### src/rtl/wb_slave_q_pkg.sv
// Shared types for the Wishbone command-queue slave:
// FSM states, queued command entry layout and its width.
package wb_slave_q_pkg;

  typedef enum logic [1:0] {
    ST_IDLE,
    ST_WACK,
    ST_RWAIT,
    ST_RACK
  } state_e;

  typedef struct packed {
    logic [1:0]  win;
    logic [31:0] adr;
    logic        we;
    logic [3:0]  sel;
    logic [31:0] dat;
  } cmd_t;

  localparam int CMD_W = $bits(cmd_t);

endpackage

### src/rtl/wb_cmd_fifo.sv
// Command FIFO: DEPTH x WIDTH, head presented from storage registers.
// Ports: push_i/din_i/full_o in, pop_i/head_o/empty_o/count_o out.
module wb_cmd_fifo #(
  parameter int DEPTH = 4,
  parameter int WIDTH = 8
) (
  input  logic                       clk,
  input  logic                       rst,
  input  logic                       push_i,
  input  logic [WIDTH-1:0]           din_i,
  output logic                       full_o,
  input  logic                       pop_i,
  output logic                       empty_o,
  output logic [$clog2(DEPTH):0]     count_o,
  output logic [WIDTH-1:0]           head_o
);

  localparam int AW = $clog2(DEPTH);

  logic [WIDTH-1:0] mem_q [DEPTH];
  logic [AW-1:0]    rptr_q;
  logic [AW-1:0]    wptr_q;
  logic [AW:0]      cnt_q;
  logic             do_push;
  logic             do_pop;

  assign empty_o = (cnt_q == '0);
  assign full_o  = (cnt_q == (AW+1)'(DEPTH));
  assign count_o = cnt_q;
  assign head_o  = mem_q[rptr_q];

  // A pop frees the head slot, so a push is allowed even when full.
  assign do_pop  = pop_i & ~empty_o;
  assign do_push = push_i & (~full_o | do_pop);

  always_ff @(posedge clk) begin
    if (rst) begin
      rptr_q <= '0;
      wptr_q <= '0;
      cnt_q  <= '0;
      for (int i = 0; i < DEPTH; i++) mem_q[i] <= '0;
    end else begin
      if (do_push) begin
        mem_q[wptr_q] <= din_i;
        wptr_q        <= wptr_q + AW'(1);
      end
      if (do_pop) rptr_q <= rptr_q + AW'(1);
      unique case ({do_push, do_pop})
        2'b10:   cnt_q <= cnt_q + (AW+1)'(1);
        2'b01:   cnt_q <= cnt_q - (AW+1)'(1);
        default: cnt_q <= cnt_q;
      endcase
    end
  end

endmodule

### src/rtl/wb_slave_q.sv
// Wishbone slave bridge: window decode, command FIFO, posted writes,
// reads held until rd_ack. Optional read timeout: WB_SLAVE_Q_TIMEOUT_EN.
// Ports: wbs_* Wishbone slave side; cmd_* valid/ready command stream;
// rd_ack/rd_dat read return; busy = queue non-empty or FSM not idle.
module wb_slave_q
  import wb_slave_q_pkg::*;
#(
  parameter int              NWIN        = 2,
  parameter logic [NWIN*32-1:0] WIN_BASE = {32'h30100000, 32'h30000000},
  parameter logic [NWIN*32-1:0] WIN_MASK = {32'hFFF00000, 32'hFFF00000},
  parameter int              DEPTH       = 4,
  parameter int              TIMEOUT     = 255,
  parameter logic [31:0]     TIMEOUT_DAT = 32'hDEADDEAD
) (
  input  logic        clk,
  input  logic        rst,
  input  logic        wbs_stb_i,
  input  logic        wbs_cyc_i,
  input  logic        wbs_we_i,
  input  logic [3:0]  wbs_sel_i,
  input  logic [31:0] wbs_dat_i,
  input  logic [31:0] wbs_adr_i,
  output logic        wbs_ack_o,
  output logic [31:0] wbs_dat_o,
  output logic        cmd_val,
  input  logic        cmd_rdy,
  output logic [1:0]  cmd_win,
  output logic [31:0] cmd_adr,
  output logic        cmd_we,
  output logic [3:0]  cmd_sel,
  output logic [31:0] cmd_dat,
  input  logic        rd_ack,
  input  logic [31:0] rd_dat,
  output logic        busy
);

  state_e      state_q;
  logic        ack_q;
  logic [31:0] dat_q;

  logic        hit;
  logic [1:0]  win;
  logic [31:0] win_mask;
  cmd_t        ent;
  cmd_t        head;
  logic        full;
  logic        empty;
  logic [$clog2(DEPTH):0] count;
  logic        req;
  logic        push;

  // Scan high to low so the lowest matching window wins.
  always_comb begin
    hit      = 1'b0;
    win      = '0;
    win_mask = '0;
    for (int i = NWIN - 1; i >= 0; i--) begin
      if ((wbs_adr_i & WIN_MASK[32*i+:32]) == WIN_BASE[32*i+:32]) begin
        hit      = 1'b1;
        win      = 2'(i);
        win_mask = WIN_MASK[32*i+:32];
      end
    end
  end

  assign ent.win = win;
  assign ent.adr = wbs_adr_i & ~win_mask;
  assign ent.we  = wbs_we_i;
  assign ent.sel = wbs_sel_i;
  assign ent.dat = wbs_dat_i;

  assign req  = wbs_cyc_i & wbs_stb_i & hit;
  assign push = (state_q == ST_IDLE) & req
              & (~full | (cmd_val & cmd_rdy));

  wb_cmd_fifo #(
    .DEPTH (DEPTH),
    .WIDTH (CMD_W)
  ) u_fifo (
    .clk     (clk),
    .rst     (rst),
    .push_i  (push),
    .din_i   (ent),
    .full_o  (full),
    .pop_i   (cmd_rdy),
    .empty_o (empty),
    .count_o (count),
    .head_o  (head)
  );

  assign cmd_val = ~empty;
  assign cmd_win = head.win;
  assign cmd_adr = head.adr;
  assign cmd_we  = head.we;
  assign cmd_sel = head.sel;
  assign cmd_dat = head.dat;

  assign wbs_ack_o = ack_q;
  assign wbs_dat_o = dat_q;
  assign busy      = (count != '0) | (state_q != ST_IDLE);

`ifdef WB_SLAVE_Q_TIMEOUT_EN
  localparam int TW = $clog2(TIMEOUT + 1);
  logic [TW-1:0] timer_q;
`endif

  // Ack is registered: it is raised on the edge entering WACK/RACK
  // so it is high for exactly the cycle spent in those states.
  always_ff @(posedge clk) begin
    if (rst) begin
      state_q <= ST_IDLE;
      ack_q   <= 1'b0;
      dat_q   <= '0;
`ifdef WB_SLAVE_Q_TIMEOUT_EN
      timer_q <= '0;
`endif
    end else begin
      ack_q <= 1'b0;
      unique case (state_q)
        ST_IDLE: begin
`ifdef WB_SLAVE_Q_TIMEOUT_EN
          timer_q <= '0;
`endif
          if (push) begin
            if (wbs_we_i) begin
              state_q <= ST_WACK;
              ack_q   <= 1'b1;
            end else begin
              state_q <= ST_RWAIT;
            end
          end
        end
        ST_WACK: state_q <= ST_IDLE;
        ST_RWAIT: begin
          if (rd_ack) begin
            // Master gone: drop the data silently.
            if (wbs_cyc_i) begin
              state_q <= ST_RACK;
              ack_q   <= 1'b1;
              dat_q   <= rd_dat;
            end else begin
              state_q <= ST_IDLE;
            end
          end
`ifdef WB_SLAVE_Q_TIMEOUT_EN
          else if (timer_q == TW'(TIMEOUT)) begin
            state_q <= ST_RACK;
            ack_q   <= 1'b1;
            dat_q   <= TIMEOUT_DAT;
          end else begin
            timer_q <= timer_q + TW'(1);
          end
`endif
        end
        ST_RACK: state_q <= ST_IDLE;
        default: state_q <= ST_IDLE;
      endcase
    end
  end

endmodule

### config.mk
export PLATFORM = sky130hd
export DESIGN_NAME = wb_slave_q
export DESIGN_NICKNAME = d
export VERILOG_FILES = /design/src/rtl/wb_slave_q_pkg.sv /design/src/rtl/wb_cmd_fifo.sv /design/src/rtl/wb_slave_q.sv
export SDC_FILE = /design/constraint.sdc
export NUM_CORES = 1
export LEC_CHECK = 0
export CORE_MARGIN = 3
export CORE_UTILIZATION = 54
export CTS_CLUSTER_SIZE = 14
export DETAILED_ROUTE_END_ITERATION = 10
export GPL_TIMING_DRIVEN = 0
export PLACE_DENSITY = 0.8
export SLEW_MARGIN = 40
export SYNTH_ARGS = -nofsm -noshare
export SYNTH_HDL_FRONTEND = slang
export SYNTH_SLANG_ARGS = --single-unit
### constraint.sdc
create_clock -name clk -period 11.6 [get_ports clk]
set_input_delay 1.74 -clock clk [delete_from_list [all_inputs] [get_ports clk]]
set_output_delay 1.74 -clock clk [all_outputs]
set_load 0.02 [all_outputs]
After elaboration in Yosys (flattened, before gate mapping)
Memory sizes are Yosys's and may differ from the RTL's. A register that Yosys moved wholly into a read port is not among the register bits. Index checks and enable logic that the tools add are counted.

Mux-type cells: 27. Bitwise operators: 12. Reductions and logical operators: 9. Equal/unequal tests: 10. Add/sub/neg operators: 4.

Operator list (number): $mux W70 (1); $reduce_or A70 Y1 (1); $mux W32 (2); $and A32 B32 Y32 (1); $not A32 Y32 (1); $eq A12 B10 Y1 const B (2); $mux W1 (14); $mux W2 (7); $and A1 B1 Y1 (6); $eq A2 B2 Y1 const B (3); $pmux W2 S3 (1); $pmux W3 S2 (1); $add A2 B1 Y2 const B (2); $eq A2 B1 Y1 const B (2); $reduce_bool A2 Y1 (2); $add A3 B1 Y3 const B (1); $eq A3 B3 Y1 const B (1); $logic_not A3 Y1 (1); $reduce_and A3 Y1 (1); $reduce_bool A3 Y1 (1); $sub A3 B1 Y3 const B (1); $logic_not A2 Y1 (1); $ne A2 B1 Y1 const B (1); $ne A2 B2 Y1 const B (1); 5 further kinds (7).

Memories: 1. Register bits after elaboration: 42. Input port bits: 107. Bits in writable memories: 280. Logic and storage cells: 69.

Memory list: u_fifo.mem_q (depth 4, width 70, read ports 1, clocked after Yosys merged registers in 1, wr ports 4, RTL line wb_cmd_fifo.sv:20) `logic [WIDTH-1:0] mem_q [DEPTH];`.

Logic depth before layout (Yosys ltp)
Depth after elaboration: 12. Mapped depth: 9. Depth with buffers taken out: 9.

Hierarchy
From an unflattened synthesis, not the netlist that was laid out.

Cell total of the unflattened synthesis: 922. Area, all modules: 14261.2 µm².

By module, submodules not included: wb_cmd_fifo (cells an instance 741, area each 12778.5 µm², instances 1); wb_slave_q (cells an instance 181, area each 1482.7 µm², instances 1).

Worst setup path before layout
No wires, ideal clock.

Path type: input to register. Start point: in wbs_adr_i[24]. End point: mem u_fifo.mem_q[0][0] (netlist bit), enable pin. Data arrival time: 8106 ps. Buffers on the path: 0. Library setup time: 602 ps. Stages: 4. Setup slack: 2892 ps. Path through: or4_4 nor4_1 nand2_1 o31ai_1.

RTL lines: from (decl) (RTL line wb_slave_q.sv:22) `input logic [31:0] wbs_adr_i,`; to (decl) (RTL line wb_cmd_fifo.sv:20).

==> impl_metrics.csv <==
group,metric,value,unit
yosys,synth_common_cells,"edfxtp_1, nand2_1, nor2_1, mux4_2, nor3_1",
sta,fmax,0.199,GHz
detailed_routing,drt_iter0_drc,696,
cts,clock_sinks,324,
global_route,grt_max_degree,34,
sta,max-slew-margin-rel,45.4,%
yosys,async_reset_ff_share,0,%
yosys,synth-main-ff-cell,"edfxtp_1",
finish,fin_nets,1330,
setup_path,setup.worst_path.start_class,"input port",
setup_path,r2r_start,"u_fifo.count_o[0]",
detailed_routing,viasPerCell,5.58,
cts,clk_latency,500,ps
job,max-cap-violations,0,
cts,cts-root-buf,"clkbuf_16",
floorplan,initial_utilization,55.0,%
setup_path,crit_type,"in -> reg",
setup_path,cp_max_fo,29,
hold_path,hold_start,"wbs_dat_o[11]",
finish,finish.utilization,71.5,%
detailed_routing,routed_wl,32600,um
setup_path,crit_buf_inv,4,
setup_path,path_delay_family,"simple AND/OR/NAND/NOR gates",
yosys,ys_seq_area_share,69.2,%
yosys,yosysMostFrequentCell,"edfxtp_1",
sta,drv_slew,0,
finish,antenna_cells,0,
finish,drive_above_1_share,14.2,%
hold_path,whs_endpoint,"wbs_dat_o[11]",
finish,num-fill-cells,1691,
floorplan,die_h,164,um
power_and_ir_drop,p_leak,0.00580,uW
yosys,synthCells,914,
setup_path,arrival,5210,ps
finish,multi_input_area,4030,um^2
global_route,grt_pass1_vias,9143,
yosys,synthTopCellsByArea,"edfxtp_1, mux4_2, dfxtp_1, nand2_1, and2_1",
sta,rsz0062_at_grt,"false",
place,hpwl,21600,um
global_route,grt_usage,24.7,%
finish,finalInstanceArea,17400,um^2
floorplan,dieArea,26800,um^2
floorplan,core_area,24400,um^2
setup_path,rr_endpoint,"u_fifo.mem_q[1][60]",
sta,period_minus_slack,5020,ps
setup_path,crit_path_end_kind,"register",
yosys,synthesis.area,13400,um^2
hold_path,min_path_cells,2,
setup_path,crit_top_cell,"clkbuf_1",
setup_path,reg2reg_slack,7870,ps
cts,cts_tree,"built",
floorplan,io_pins,213,
yosys,synth-seq-cells,324,
detailed_routing,wl_per_cell,20.7,um
setup_path,crit_path_top_delay_cell,"or4_4",
power_and_ir_drop,power.density,146,nW/um^2
sta,worst_pin_slew,808,ps
global_route,grt_pass1_wl,50300,um
yosys,synth_edf_count,280,
sta,fin_worst_skew,10.6,ps
setup_path,cpPeakStageDelay,580,ps
detailed_routing,drc,0,
detailed_routing,drt_pass1_iterations,6,
cts,htreeDepth,2,
yosys,synth.largest_area_cell,"edfxtp_1",
setup_path,path_cells,"clkdlybuf4s50_1, or4_4, nor4_2, nand4_1, clkbuf_1, clkbuf_1, nand2_4, buf_12",
place,place_congestion,0.772,
power_and_ir_drop,peakVddDrop,0.0850,mV
floorplan,rows,57,
yosys,syn_area_per_cell,14.7,um^2
finish,seq_area,9290,um^2
place,placement.io_buffers,210,
setup_path,rr_worst_depth,8,
cts,cts_buffers,34,
sta,setup_viol,0,
finish,syn_to_final_growth,30.0,%
detailed_routing,route.vias.total,8762,
cts,ctsHoldBuffers,0,
floorplan,die_w,164,um
yosys,synth_cell_types,38,
cts,clk_pin_slew_worst_paths,60,ps
cts,clockBufferDepth,3,
yosys,synth.top_cell.area_share,62.7,%
cts,cts_resized,0,
detailed_routing,detail-route-antenna-nets,0,
setup_path,crit_required,11790,ps
place,dpl_cell_area,16300,um^2
sta,period_share,43.3,%
hold_path,min_path_type,"reg -> reg",
global_route,grt_remaining_overflow,0,
cts,post-cts-setup-buffers,0,
sta,setup_tns,0,ps
run_status,status,"completed",
sta,finalHoldViolCount,0,
global_route,grt_antenna_before_repair,0,
yosys,ys_warn_count,0,
==> cell usage in the layout (no fill, tap or decap), drive strengths merged, types with 2 or more instances in the layout <==
cell type        n
or3              6
nor4             2
nand2          128
mux4            70
or4              2
a21oi           36
conb            49
and2            58
dfxtp           44
nor3            90
nand4b           2
clkbuf          99
nand3            2
edfxtp         280
clkinv          13
nand4            3
buf             32
bufinv           2
inv              6
o21ai            4
nor2            94
xor2             3
clkdlybuf4s50  210
==> where the power goes <==
part / internal (uW) / switching [uW]
registers: 1310 / 12.8
clock network: 627 / 427
logic: 81.2 / 83.6
==> layout make-up <==
cell class	count	share of cell area, %
clock buffer	47	5.53
multi-input combinational	561	23.1
sequential	324	53.3
timing repair buffer	223	13.2
clock inverter	15	0.696
tap	324	2.33
buffer	71	1.79
inverter	6	0.129
==> logic make-up (layout without fill, tap and decap cells) <==
kind of cell	after synthesis	count (layout)	synth area share (%)
XOR/XNOR	4	4	0.261
multiplexers	70	70	11.8
AND/OR/NAND/NOR	392	392	14.3
other	1	49	0.0280
flip-flops	324	324	69.2
AO/OA/AOI/OAI	44	44	1.75
buffers and inverters	77	362	2.43
adder cells (fa/ha/maj)	2	2	0.243
==> metrics by stage <==
stage / setup slack [ps] / cells / hold slack (ps) / total power (uW)
detailed placement: 5820 / 1509 / 448 / 1510
global placement: -1580 / 1496 / 441 / 1510
CTS: 6350 / 1571 / 456 / 2560
global route: 6450 / 1571 / 480 / 2620
floorplan: 2890 / 962 / 483 / 1420
finish: 6580 / 1571 / 451 / 2540
==> tightest hold or removal path, cell delays in order (launching register included) <==
cell,delay (ps)
dfxtp_1,300
nand2_1,50
a21oi_1,50
==> layer usage <==
metal / GRT usage [%] / share of wire [%] / routed length (um)
met5: 0 / 0 / 0
met4: 6.04 / 1.8 / 573
met3: 4.18 / 8.0 / 2600
met2: 43.7 / 52 / 17000
met1: 32.2 / 38 / 12500
==> how the worst max path moves through the flow <==
stage	cells after the start	start	slack (ps)	end
floorplan	4	wbs_adr_i[24]	2890	u_fifo.mem_q[0][0]
global placement	5	wbs_adr_i[24]	-1580	u_fifo.mem_q[0][66]
detailed placement	8	wbs_adr_i[24]	5820	u_fifo.mem_q[2][66]
CTS	8	wbs_adr_i[24]	6350	u_fifo.mem_q[2][60]
global route	8	wbs_adr_i[24]	6450	u_fifo.mem_q[2][60]
finish	8	wbs_adr_i[24]	6580	u_fifo.mem_q[2][60]
==> state kept, by name (all words and copies together), names as in the netlist, named ones only <==
| register | flops |
|---|---|
| u_fifo.rptr_q | 2 |
| u_fifo.mem_q | 280 |
| u_fifo.wptr_q | 2 |
| state_q | 2 |
| wbs_dat_o | 32 |
| u_fifo.count_o | 3 |
| wbs_ack_o | 1 |
No activity file was read; power rests on OpenSTA's default activity.
==> patch 1 (same flow settings) <==
`DEPTH` is set to 4 in 2 places; all go to 2.
--- a/src/rtl/wb_cmd_fifo.sv
+++ b/src/rtl/wb_cmd_fifo.sv
@@ -3,3 +3,3 @@
 module wb_cmd_fifo #(
-  parameter int DEPTH = 4,
+  parameter int DEPTH = 2,
   parameter int WIDTH = 8
--- a/src/rtl/wb_slave_q.sv
+++ b/src/rtl/wb_slave_q.sv
@@ -10,3 +10,3 @@
   parameter logic [NWIN*32-1:0] WIN_MASK = {32'hFFF00000, 32'hFFF00000},
-  parameter int              DEPTH       = 4,
+  parameter int              DEPTH       = 2,
   parameter int              TIMEOUT     = 255,
Check against the original RTL: not equivalent (a bounded check fails within 10 cycles, from zero or initial values and one cycle with rst high).
==> patch 1 against the unedited design <==
Combinational power is 26% lower. Sequential cell count is 144 lower. Non-clock buffer count fell by 44. Cell area fell by 39%. Routed wire length shrank 45%. Power down 45%. Synthesized area down 45%. Worst setup slack better by 670 ps.
==> patch 1: results (changes against the unedited design) <==
[status]
status=finished clean

[global_routing]
grt.met2_usage=0.409  ; -0.0273
use_met3=0.0810  ; +0.0391

[worst_setup_path]
critPathMaxFanout=10  ; -66%
r2r.worst_path.cells=6  ; -2
cp_top_family=buffers and inverters
r2r_end=u_fifo.mem_q[1][67]$_SDFFCE_PN0P_

[pwr]
p_sw_frac=0.203  ; -0.00311
irDropWorstVdd_v=0.0000797  ; -6.2%

[drt]
routed-wl-met3_mm=1.43  ; -45%
via_per_inst=5.10  ; -8.5%
wirelength_met1_mm=6.89  ; -45%

[synth]
synth_fa_ha_area_frac=0.00168  ; -0.000740
ys_types=39  ; +2.6%
synth_compound_area_frac=0.0280  ; +0.0104
ys_top_cells_by_area=edfxtp_1, dfxtp_1, mux2_2
yosysSeqAreaShare=0.674  ; -0.0185
synth_commonest_cells=edfxtp_1, and2_1, mux2_2
synth-xor-area-share=0.00354  ; +0.000927

[sta]
finClkSkew_ps=10.2  ; -0.422 ps
max-slew-margin-rel=0.564  ; +0.110

[placement]
port_buffers=211  ; +0.48%
globalplace.congestion=0.846  ; +9.6%
post-place-ws_ps=7220  ; +1400 ps

[final_layout]
largest_register_ffs=140  ; -50%

==> patch 1: changes by cell type after synthesis, sizes merged, moves of 4 or more <==
cell / delta
edfxtp: -140
nor2: -89
nor3: -89
mux2: +70
mux4: -70
nand2: -64
and2: +60
clkbuf: -27
buf: -12
inv: -5
dfxtp: -4
or3: -4
==> patch 1: area by class of cell <==
| class | instances | area (um2) |
|---|---|---|
| Timing Repair Buffer | 218 | 2240 |
| Fill cell | 851 | 2780 |
| Clock inverter | 10 | 134 |
| Buffer | 32 | 155 |
| Inverter | 1 | 3.75 |
| Clock buffer | 21 | 440 |
| Multi-Input combinational cell | 349 | 2370 |
| Tap cell | 176 | 220 |
| Sequential cell | 180 | 5000 |
==> patch 1: power groups by stage <==
stage / sequential (uW) / combinational (uW) / clock, uW
final: 723 / 122 / 563
after global routing: 725 / 130 / 597
after CTS: 724 / 123 / 571
after detailed placement: 737 / 122 / 0
after global placement: 738 / 115 / 0
after floorplan: 736 / 43.5 / 0
==> patch 1: worst max path at each step <==
stage | cells past startpoint | to
after floorplan | 4 | u_fifo.mem_q[0][0]$_SDFFCE_PN0P_
after global placement | 5 | u_fifo.mem_q[0][57]$_SDFFCE_PN0P_
after detailed placement | 7 | u_fifo.mem_q[1][59]$_SDFFCE_PN0P_
after CTS | 4 | cmd_dat[21]
after global routing | 4 | cmd_dat[21]
final | 4 | cmd_dat[21]
==> patch 1: worst min-delay path, delay by kind of cell (launching register included) <==
kind               cells  cell delay, ps
and+or+nand+nor        1              50
AOI/OAI and AO/OA      1              50
DFF                    1             310
==> patch 1: stage by stage <==
step,area [um2],total power (uW)
finish,10600,1410
global route,10600,1450
CTS,10600,1420
detailed placement,9990,859
global placement,9850,853
floorplan,7520,780
==> patch 2 (same settings) <==
Without the edit above. Encoding of `state_e`: now one-hot (4 bits for 4 states).
--- a/src/rtl/wb_slave_q_pkg.sv
+++ b/src/rtl/wb_slave_q_pkg.sv
@@ -4,7 +4,7 @@
 
-  typedef enum logic [1:0] {
-    ST_IDLE,
-    ST_WACK,
-    ST_RWAIT,
-    ST_RACK
+  typedef enum logic [3:0] {
+    ST_IDLE  = 4'b0001,
+    ST_WACK  = 4'b0010,
+    ST_RWAIT = 4'b0100,
+    ST_RACK  = 4'b1000
   } state_e;
Function: no difference found for any inputs over 4 cycles, from zero or initial values and one cycle with rst high; so few cycles prove little.
==> patch 2 against the unedited design <==
Sequential cell count rose by 2. Synthesized area grew 0.57%. Register-to-register slack better by 660 ps. Worst setup slack better by 410 ps. Cell area is 0.82% higher. Power fell by 3.2%. Routed wire length down 9.3%. Utilization rose by 0.37 points. Via count is 9.8% lower. Clock skew decreased by 1.6 ps. Hold slack better by 1.9 ps. Fmax rose by 8.8%. Critical path type is now flip-flop to output port. Highest routed layer is now met5.
==> patch 2: results (changes against the unedited design) <==
[global_routing]
grt_pass1_vias=8486  ; -7.2%
grt_usage=0.226  ; -0.0213
antenna_found_initial=1  ; +1

[final_layout]
final_cells=1504  ; -4.3%
layout.nets=1266  ; -4.8%
drive_gt1_frac=0.150  ; +0.00819

[drt]
dr.pass1.iters=4  ; -2
wl_mm=29.6  ; -9.3%
via_per_inst=5.26  ; -5.8%
first_iter_violations=464  ; -33%

[synth]
ys_types=45  ; +18%
synth-xor-area-share=0.00260  ; -0.0000148
ys_top_cells_by_area=edfxtp_1, mux4_2, and2_1
yosysSeqAreaShare=0.692  ; -0.000950
synth_compound_area_frac=0.0185  ; +0.000921
synth_fa_ha_area_frac=0.00241  ; -0.0000137
synth_commonest_cells=edfxtp_1, and2_1, mux4_2, nand2_1, dfxtp_1
syn_inst=845  ; -7.5%

[pwr]
p_sw_uw=490  ; -6.3%
p_leak_uw=0.00636  ; +9.8%

[worst_setup_path]
reg2reg_from=state_q[3]$_SDFFE_PP0P_
max_stage_delay_ps=640  ; +60 ps
cp-endpoint=cmd_dat[18]
cp_top_family=buffers and inverters
cp_data_arrival_time_ps=2870  ; -2340 ps
crit_type=flip-flop to output port
r2r_end=u_fifo.mem_q[1][45]$_SDFFCE_PN0P_
critPathMaxFanout=10  ; -66%
r2r.worst_path.cells=7  ; -1

[sta]
max-slew-margin-rel=0.468  ; +0.0141
worst_hold_slack_ps=453  ; +1.86 ps

[placement]
globalplace.congestion=0.795  ; +2.9%
place_area_um2=16500  ; +1.2%
port_buffers=211  ; +0.48%
post-place-ws_ps=6670  ; +845 ps
place_inst=1445  ; -4.2%

[status]
status=finished clean

==> patch 2: metal layers <==
layer	track usage	wire [um]
met3	0.0605	2370
met1	0.283	11600
met5	0	13
met2	0.392	15100
met4	0.0623	525
==> patch 2: how the worst min path moves through the flow <==
stage / from / cells after the start / end
after floorplan: u_fifo.count_o[2]$_SDFFE_PP0P_ / 2 / u_fifo.count_o[2]$_SDFFE_PP0P_
after global placement: wbs_dat_o[26]$_SDFFE_PP0P_ / 2 / wbs_dat_o[26]$_SDFFE_PP0P_
after detailed placement: wbs_dat_o[9]$_SDFFE_PP0P_ / 2 / wbs_dat_o[9]$_SDFFE_PP0P_
after CTS: wbs_dat_o[4]$_SDFFE_PP0P_ / 2 / wbs_dat_o[4]$_SDFFE_PP0P_
after global routing: wbs_dat_o[25]$_SDFFE_PP0P_ / 2 / wbs_dat_o[25]$_SDFFE_PP0P_
final: wbs_dat_o[9]$_SDFFE_PP0P_ / 2 / wbs_dat_o[9]$_SDFFE_PP0P_
==> patch 2: power groups by stage <==
| stage | Sequential (uW) | Clock (uW) | Combinational, uW |
|---|---|---|---|
| 3_3_place_gp | 1350 | 0 | 118 |
| 5_1_grt | 1320 | 1080 | 141 |
| 4_1_cts | 1320 | 1030 | 133 |
| 3_5_place_dp | 1340 | 0 | 133 |
| 6_report | 1320 | 1010 | 132 |
| 2_1_floorplan | 1340 | 0 | 45.1 |
==> patch 2: layout make-up <==
type | instances | area (um2)
diodes | 1 | 2.50
plain buffers | 53 | 251
clock buffers | 49 | 992
clock inverters | 9 | 41.3
fillers | 1592 | 6890
inverters | 6 | 22.5
multi-input cells | 508 | 4100
flip-flops and latches | 326 | 9330
well taps | 324 | 405
repair buffers | 228 | 2430
